## src/rtl/uart_rx_monitor.sv

```systemverilog
// uart_rx_monitor
// ---------------------------------------------------------------------------
// Terminating UART receiver: decodes one sniffed serial line (8 data bits,
// LSB first, optional parity, 1 stop bit) into bytes with error flags for the
// logging / LED / hex-display logic.
//
// Ports
//   CLOCK_50       in   system clock, all logic on the rising edge
//   RESET_N        in   asynchronous active-low reset
//   RXD            in   serial input, asynchronous to CLOCK_50, idle high
//   DATA           out  [7:0] last received byte, held until next DATA_VALID
//   DATA_VALID     out  1-cycle pulse: DATA updated, stop bit good
//   PARITY_ERROR   out  1-cycle pulse with DATA_VALID when parity mismatched
//   FRAMING_ERROR  out  1-cycle pulse when the stop bit is sampled low
//   BUSY           out  high whenever the receiver is not IDLE
//   STATE_DBG      out  [2:0] current FSM state
//                       0 IDLE, 1 START, 2 DATA, 3 PARITY, 4 STOP, 5 BREAK
//
// Handshake: there is no ready input. DATA_VALID (or FRAMING_ERROR) is a
// single-cycle strobe; the consumer must capture DATA within one frame time,
// after which it is overwritten without notice.
// ---------------------------------------------------------------------------
module uart_rx_monitor #(
  parameter int CLKS_PER_BIT = 434,  // CLOCK_50 cycles per bit, >= 4
  parameter int PARITY       = 0     // 0 none, 1 odd, 2 even
) (
  input  logic       CLOCK_50,
  input  logic       RESET_N,
  input  logic       RXD,
  output logic [7:0] DATA,
  output logic       DATA_VALID,
  output logic       PARITY_ERROR,
  output logic       FRAMING_ERROR,
  output logic       BUSY,
  output logic [2:0] STATE_DBG
);

  localparam int CNT_W = $clog2(CLKS_PER_BIT);
  localparam logic [CNT_W-1:0] CNT_LAST = CNT_W'(CLKS_PER_BIT - 1);
  localparam logic [CNT_W-1:0] CNT_HALF = CNT_W'(CLKS_PER_BIT / 2 - 1);

  typedef enum logic [2:0] {
    S_IDLE   = 3'd0,
    S_START  = 3'd1,
    S_DATA   = 3'd2,
    S_PARITY = 3'd3,
    S_STOP   = 3'd4,
    S_BREAK  = 3'd5
  } state_t;

  state_t           state;
  state_t           state_next;
  logic             rx_meta;
  logic             rx_s;
  logic [CNT_W-1:0] bit_cnt;
  logic [CNT_W-1:0] cnt_next;
  logic [2:0]       bit_idx;
  logic [7:0]       shift_reg;
  logic             par_err;
  logic             par_exp;

  // per-cycle strobes from the FSM to the datapath
  logic             frame_begin;
  logic             shift_en;
  logic             par_sample;
  logic             valid_set;
  logic             ferr_set;

  // Two-flop synchronizer; reset to the idle level so reset never looks
  // like a start bit.
  always_ff @(posedge CLOCK_50 or negedge RESET_N) begin
    if (!RESET_N) begin
      rx_meta <= 1'b1;
      rx_s    <= 1'b1;
    end else begin
      rx_meta <= RXD;
      rx_s    <= rx_meta;
    end
  end

  // Expected parity bit for the byte currently in the shift register.
  assign par_exp = (PARITY == 1) ? ~^shift_reg : ^shift_reg;

  // Next-state logic. bit_cnt is cleared on every state entry and whenever a
  // full bit period has elapsed inside DATA.
  always_comb begin
    state_next  = state;
    cnt_next    = bit_cnt + 1'b1;
    frame_begin = 1'b0;
    shift_en    = 1'b0;
    par_sample  = 1'b0;
    valid_set   = 1'b0;
    ferr_set    = 1'b0;
    case (state)
      S_IDLE: begin
        cnt_next = '0;
        if (!rx_s) begin
          state_next  = S_START;
          frame_begin = 1'b1;
        end
      end
      S_START: begin
        // Re-check the line at the middle of the start bit.
        if (bit_cnt == CNT_HALF) begin
          cnt_next   = '0;
          state_next = rx_s ? S_IDLE : S_DATA;
        end
      end
      S_DATA: begin
        if (bit_cnt == CNT_LAST) begin
          cnt_next = '0;
          shift_en = 1'b1;
          if (bit_idx == 3'd7) begin
            state_next = (PARITY != 0) ? S_PARITY : S_STOP;
          end
        end
      end
      S_PARITY: begin
        if (bit_cnt == CNT_LAST) begin
          cnt_next   = '0;
          par_sample = 1'b1;
          state_next = S_STOP;
        end
      end
      S_STOP: begin
        // Leaving at mid-stop-bit lets a back-to-back start bit be caught.
        if (bit_cnt == CNT_LAST) begin
          cnt_next   = '0;
          valid_set  = rx_s;
          ferr_set   = ~rx_s;
          state_next = rx_s ? S_IDLE : S_BREAK;
        end
      end
      S_BREAK: begin
        // A held-low line must go high before another frame is accepted.
        cnt_next = '0;
        if (rx_s) state_next = S_IDLE;
      end
      default: begin
        cnt_next   = '0;
        state_next = S_IDLE;
      end
    endcase
  end

  always_ff @(posedge CLOCK_50 or negedge RESET_N) begin
    if (!RESET_N) begin
      state   <= S_IDLE;
      bit_cnt <= '0;
    end else begin
      state   <= state_next;
      bit_cnt <= cnt_next;
    end
  end

  // Datapath: shift register, bit index and latched parity mismatch.
  always_ff @(posedge CLOCK_50 or negedge RESET_N) begin
    if (!RESET_N) begin
      shift_reg <= '0;
      bit_idx   <= '0;
      par_err   <= 1'b0;
    end else begin
      if (state == S_START) begin
        bit_idx <= '0;
      end else if (shift_en) begin
        bit_idx <= bit_idx + 1'b1;
      end
      if (shift_en) begin
        shift_reg <= {rx_s, shift_reg[7:1]};
      end
      if (frame_begin) begin
        par_err <= 1'b0;
      end else if (par_sample && (PARITY != 0)) begin
        par_err <= (rx_s != par_exp);
      end
    end
  end

  // Registered outputs: pulses appear the cycle after the stop-bit sample.
  always_ff @(posedge CLOCK_50 or negedge RESET_N) begin
    if (!RESET_N) begin
      DATA          <= 8'h00;
      DATA_VALID    <= 1'b0;
      PARITY_ERROR  <= 1'b0;
      FRAMING_ERROR <= 1'b0;
    end else begin
      DATA_VALID    <= valid_set;
      PARITY_ERROR  <= valid_set & par_err;
      FRAMING_ERROR <= ferr_set;
      if (valid_set) begin
        DATA <= shift_reg;
      end
    end
  end

  assign BUSY      = (state != S_IDLE);
  assign STATE_DBG = state;

endmodule

```

## config.mk

```make
export PLATFORM = sky130hd
export DESIGN_NAME = uart_rx_monitor
export DESIGN_NICKNAME = d
export VERILOG_FILES = /design/src/rtl/uart_rx_monitor.sv
export SDC_FILE = /design/constraint.sdc
export NUM_CORES = 1
export LEC_CHECK = 0
export CAP_MARGIN = 0
export CORE_MARGIN = 2
export CORE_UTILIZATION = 30
export DETAILED_ROUTE_END_ITERATION = 10
export GPL_TIMING_DRIVEN = 0
export PLACE_DENSITY_LB_ADDON = 0.3
export RECOVER_POWER = 100
export SLEW_MARGIN = 20
export SYNTH_ARGS = -nofsm -noshare
export SYNTH_HDL_FRONTEND = slang
export SYNTH_SLANG_ARGS = --single-unit
```

## constraint.sdc

```tcl
create_clock -name CLOCK_50 -period 2.45 [get_ports CLOCK_50]
set_input_delay 0.3675 -clock CLOCK_50 [delete_from_list [all_inputs] [get_ports CLOCK_50]]
set_output_delay 0.3675 -clock CLOCK_50 [all_outputs]
set_load 0.02 [all_outputs]
```

==> reports/metrics.csv, run 1 <==
stage,metric,value,unit
flow_run,drv_cap,0,
setup_path,arrival,1.80,ns
final_layout,largest_reg_flops,9,
final_layout,fillers,521,
power_and_ir_drop,peakVddDrop,0.300,mV
synthesis,ys_ff_latch,35,
cts,h-tree-depth,2,
detailed_routing,wl_per_cell,11.8,µm
global_route,grt_remaining_overflow,0,
status,status,"complete, no violations",
placement,dp_hpwl,1890,µm
floorplan,die_h,76.9,µm
detailed_routing,met2_length,1240,µm
placement,dp_cells,210,
cts,cts_tree,built,
detailed_routing,highest_layer,met4,
final_layout,stdcell_count,219,
synthesis,yosysWarnings,0,
synthesis,syn_area_per_cell,13.0,µm²
timing,min_period_over_period,88.3,%
detailed_routing,drt-pass1-iter-count,2,
setup_path,path_cells,clkbuf_1 -> or3_1 -> clkdlybuf4s50_1,
setup_path,critPathSlowestCell,clkdlybuf4s50_1,
hold_path,hp-class,reg2reg,
synthesis,netlist_area,1590,µm²
detailed_routing,detail-route-antenna-nets,0,
detailed_routing,drc,0,
detailed_routing,totalWireLength,2590,µm
timing,min_period,2.16,ns
detailed_routing,viasPerCell,4.46,
global_route,antenna_found_initial,0,
synthesis,syn_nets,131,
setup_path,critPathKind,reg2out,
detailed_routing,initialDrtViolationCount,30,
setup_path,startpoint_type,flip-flop,
cts,cts_root_buf,clkbuf_8,
floorplan,initial_utilization,31.2,%
floorplan,rows,26,
synthesis,yosysTopAreaCellShare,51.8,%
synthesis,yosysSeqAreaShare,55.1,%
final_layout,drive_above_1_share,14.8,%
global_route,grt_pass1_vias,1039,
final_layout,diodes,0,
synthesis,yosys.area.top_type,dfrtp_1,
floorplan,io_pins,18,
final_layout,area_growth,22.1,%
synthesis,post_synth_inst_count,123,
detailed_routing,met1Wirelength,1210,µm
timing,final_hold_viol_count,0,
timing,max_freq,0.462,GHz
cts,cts_made_buffers,5,
timing,tightest_slew,0.702,ns
cts,cts_max_path_buffers,2,
detailed_routing,route.met3.wl,100,µm
setup_path,max_stage_delay,0.54,ns
cts,worst_skew_pair.late_latency,0.28,ns
timing,tns,0,ns
timing,slew_violations,0,
synthesis,yosysUniqueCellTypes,36,
timing,finalClockSkew,0.00524,ns
power_and_ir_drop,leakagePower,0.924,nW
floorplan,die_area,5910,µm²
synthesis,netlist_top_cells_area,"dfrtp_1 52%, mux2_4 6.6%, mux2_2 6.4%",
global_route,grt_usage,10.1,%
global_route,grt_pass1_wl,4730,µm
timing,maxSlewHeadroom,53.2,%
final_layout,layout.nets,156,
cts,clkTransAtPathRegs,0.07,ns
setup_path,cp_max_fo,10,
detailed_routing,via_count,976,
power_and_ir_drop,powerDensity,622,nW/µm²
cts,clkSinkCount,35,
placement,port-buffer-count,16,
setup_path,cp_data_required_time,2.08,ns
floorplan,die_w,76.9,µm
floorplan,core,5110,µm²
timing,setup_violations,0,
setup_path,reg2reg_slack,0.31,ns
setup_path,crit_path_end_kind,output pin,
global_route,grt_max_degree,26,
placement,gp_congestion,0.810,
timing,rsz0062_at_grt,no,
==> through the flow <==
stage	hold slack (ns)	total power, mW	worst slack [ns]	area [µm²]	utilization (%)
6_report	0.358	1.21	0.287	1950	38.1
5_1_grt	0.360	1.26	0.163	1950	38.1
4_1_cts	0.359	1.23	0.271	2010	39.3
3_5_place_dp	0.272	0.617	0.503	1860	36.5
3_3_place_gp	0.346	0.611	0.341	1840	36.1
2_1_floorplan	0.0719	0.597	0.603	1590	-
==> layout make-up <==
cell class / count / area, µm² / share of cell area (%)
Sequential cell: 35 / 878 / 45.1
Multi-Input combinational cell: 80 / 621 / 31.9
Timing Repair Buffer: 18 / 191 / 9.83
Tap cell: 70 / 87.6 / 4.50
Clock buffer: 6 / 72.6 / 3.73
Clock inverter: 2 / 60.1 / 3.08
Buffer: 5 / 25.0 / 1.29
Inverter: 3 / 11.3 / 0.578
==> repair_timing <==
action / 4_1_cts / 5_1_grt
hold buffers: 1 / 0
resized for setup: 0 / 0
buffers inserted: 0 / 0
endpoints found under the hold margin: 8 / 0
==> path summary, 6_finish.rpt <==
| check | from | end | depth (start not counted) |
|---|---|---|---|
| worst min register to register | rx_meta | rx_s | 0 |
| worst min-delay path | rx_meta | rx_s | 0 |
| worst max register to register | bit_cnt[1] | shift_reg[1] | 6 |
| worst max-delay path | STATE_DBG[1] | BUSY | 3 |
| min in group asynchronous | RESET_N | shift_reg[0] | 2 |
| max in group asynchronous | RESET_N | bit_cnt[0] | 3 |
==> routing by layer <==
layer / track usage (%) / up-vias
met2: 15.8 / 16
li1: - / 478
met3: 3.18 / 4
met5: 0 / -
met4: 4.36 / 0
met1: 12.9 / 478
==> worst max-delay path, delay by kind of cell (launching register included) <==
kind	cells	cell delay (ns)
DFF	1	0.40
buffers and inverters	2	0.74
and+or+nand+nor	1	0.38
==> layout by cell type (no fill, tap or decap), drive strengths merged <==
cell type      count
buf                3
ha                 5
nor2              15
a31oi              1
inv                3
nand2b             1
dfrtp             33
and2               1
nand4b             1
bufinv             2
or4                1
o31ai              1
conb               1
nor3               2
nand3              5
a41oi              1
dlygate4sd3       15
o22ai              1
or4b               1
dfstp              2
nand4              1
a2111o             1
clkbuf            10
nor2b              3
a211oi             1
mux2              18
xnor2              5
nand2              3
mux2i              2
nand4bb            1
xor2               3
nor4b              1
nor3b              2
or3                2
clkdlybuf4s50      1
==> power by group <==
part           internal [mW]  total (mW)  switching [mW]
combinational        0.00848      0.0224          0.0140
sequential             0.581       0.582         0.00177
clock                  0.407       0.606           0.199
total                  0.996        1.21           0.215
==> kinds of logic (layout without fill, tap and decap cells) <==
logic type | count (synthesis) | in the layout | share of synthesized area (%)
flip-flops | 35 | 35 | 55.1
adder cells (fa/ha/maj) | 5 | 5 | 3.92
AO/OA/AOI/OAI | 6 | 6 | 3.30
XOR/XNOR | 8 | 8 | 4.40
buffers and inverters | 8 | 34 | 2.75
AND/OR/NAND/NOR | 40 | 40 | 14.7
multiplexers | 20 | 20 | 15.6
other | 1 | 1 | 0.235
==> Yosys cell counts, drive strengths merged <==
| master | instances |
|---|---|
| a2111o | 1 |
| a211oi | 1 |
| a31oi | 1 |
| a41oi | 1 |
| and2 | 1 |
| buf | 4 |
| clkbuf | 1 |
| conb | 1 |
| dfrtp | 33 |
| dfstp | 2 |
| ha | 5 |
| inv | 3 |
| mux2 | 18 |
| mux2i | 2 |
| nand2 | 3 |
| nand2b | 1 |
| nand3 | 5 |
| nand4 | 1 |
| nand4b | 1 |
| nand4bb | 1 |
| nor2 | 15 |
| nor2b | 3 |
| nor3 | 2 |
| nor3b | 2 |
| nor4b | 1 |
| o22ai | 1 |
| o31ai | 1 |
| or3 | 2 |
| or4 | 1 |
| or4b | 1 |
| xnor2 | 5 |
| xor2 | 3 |
Note: power is estimated with default switching activity, not from simulation.
==> run 2, diff against run 1 <==
CTS_CLUSTER_SIZE = 10   (was unset)
==> results of run 2 <==
The final DEF is identical to that of run 1; final timing and power are the same.
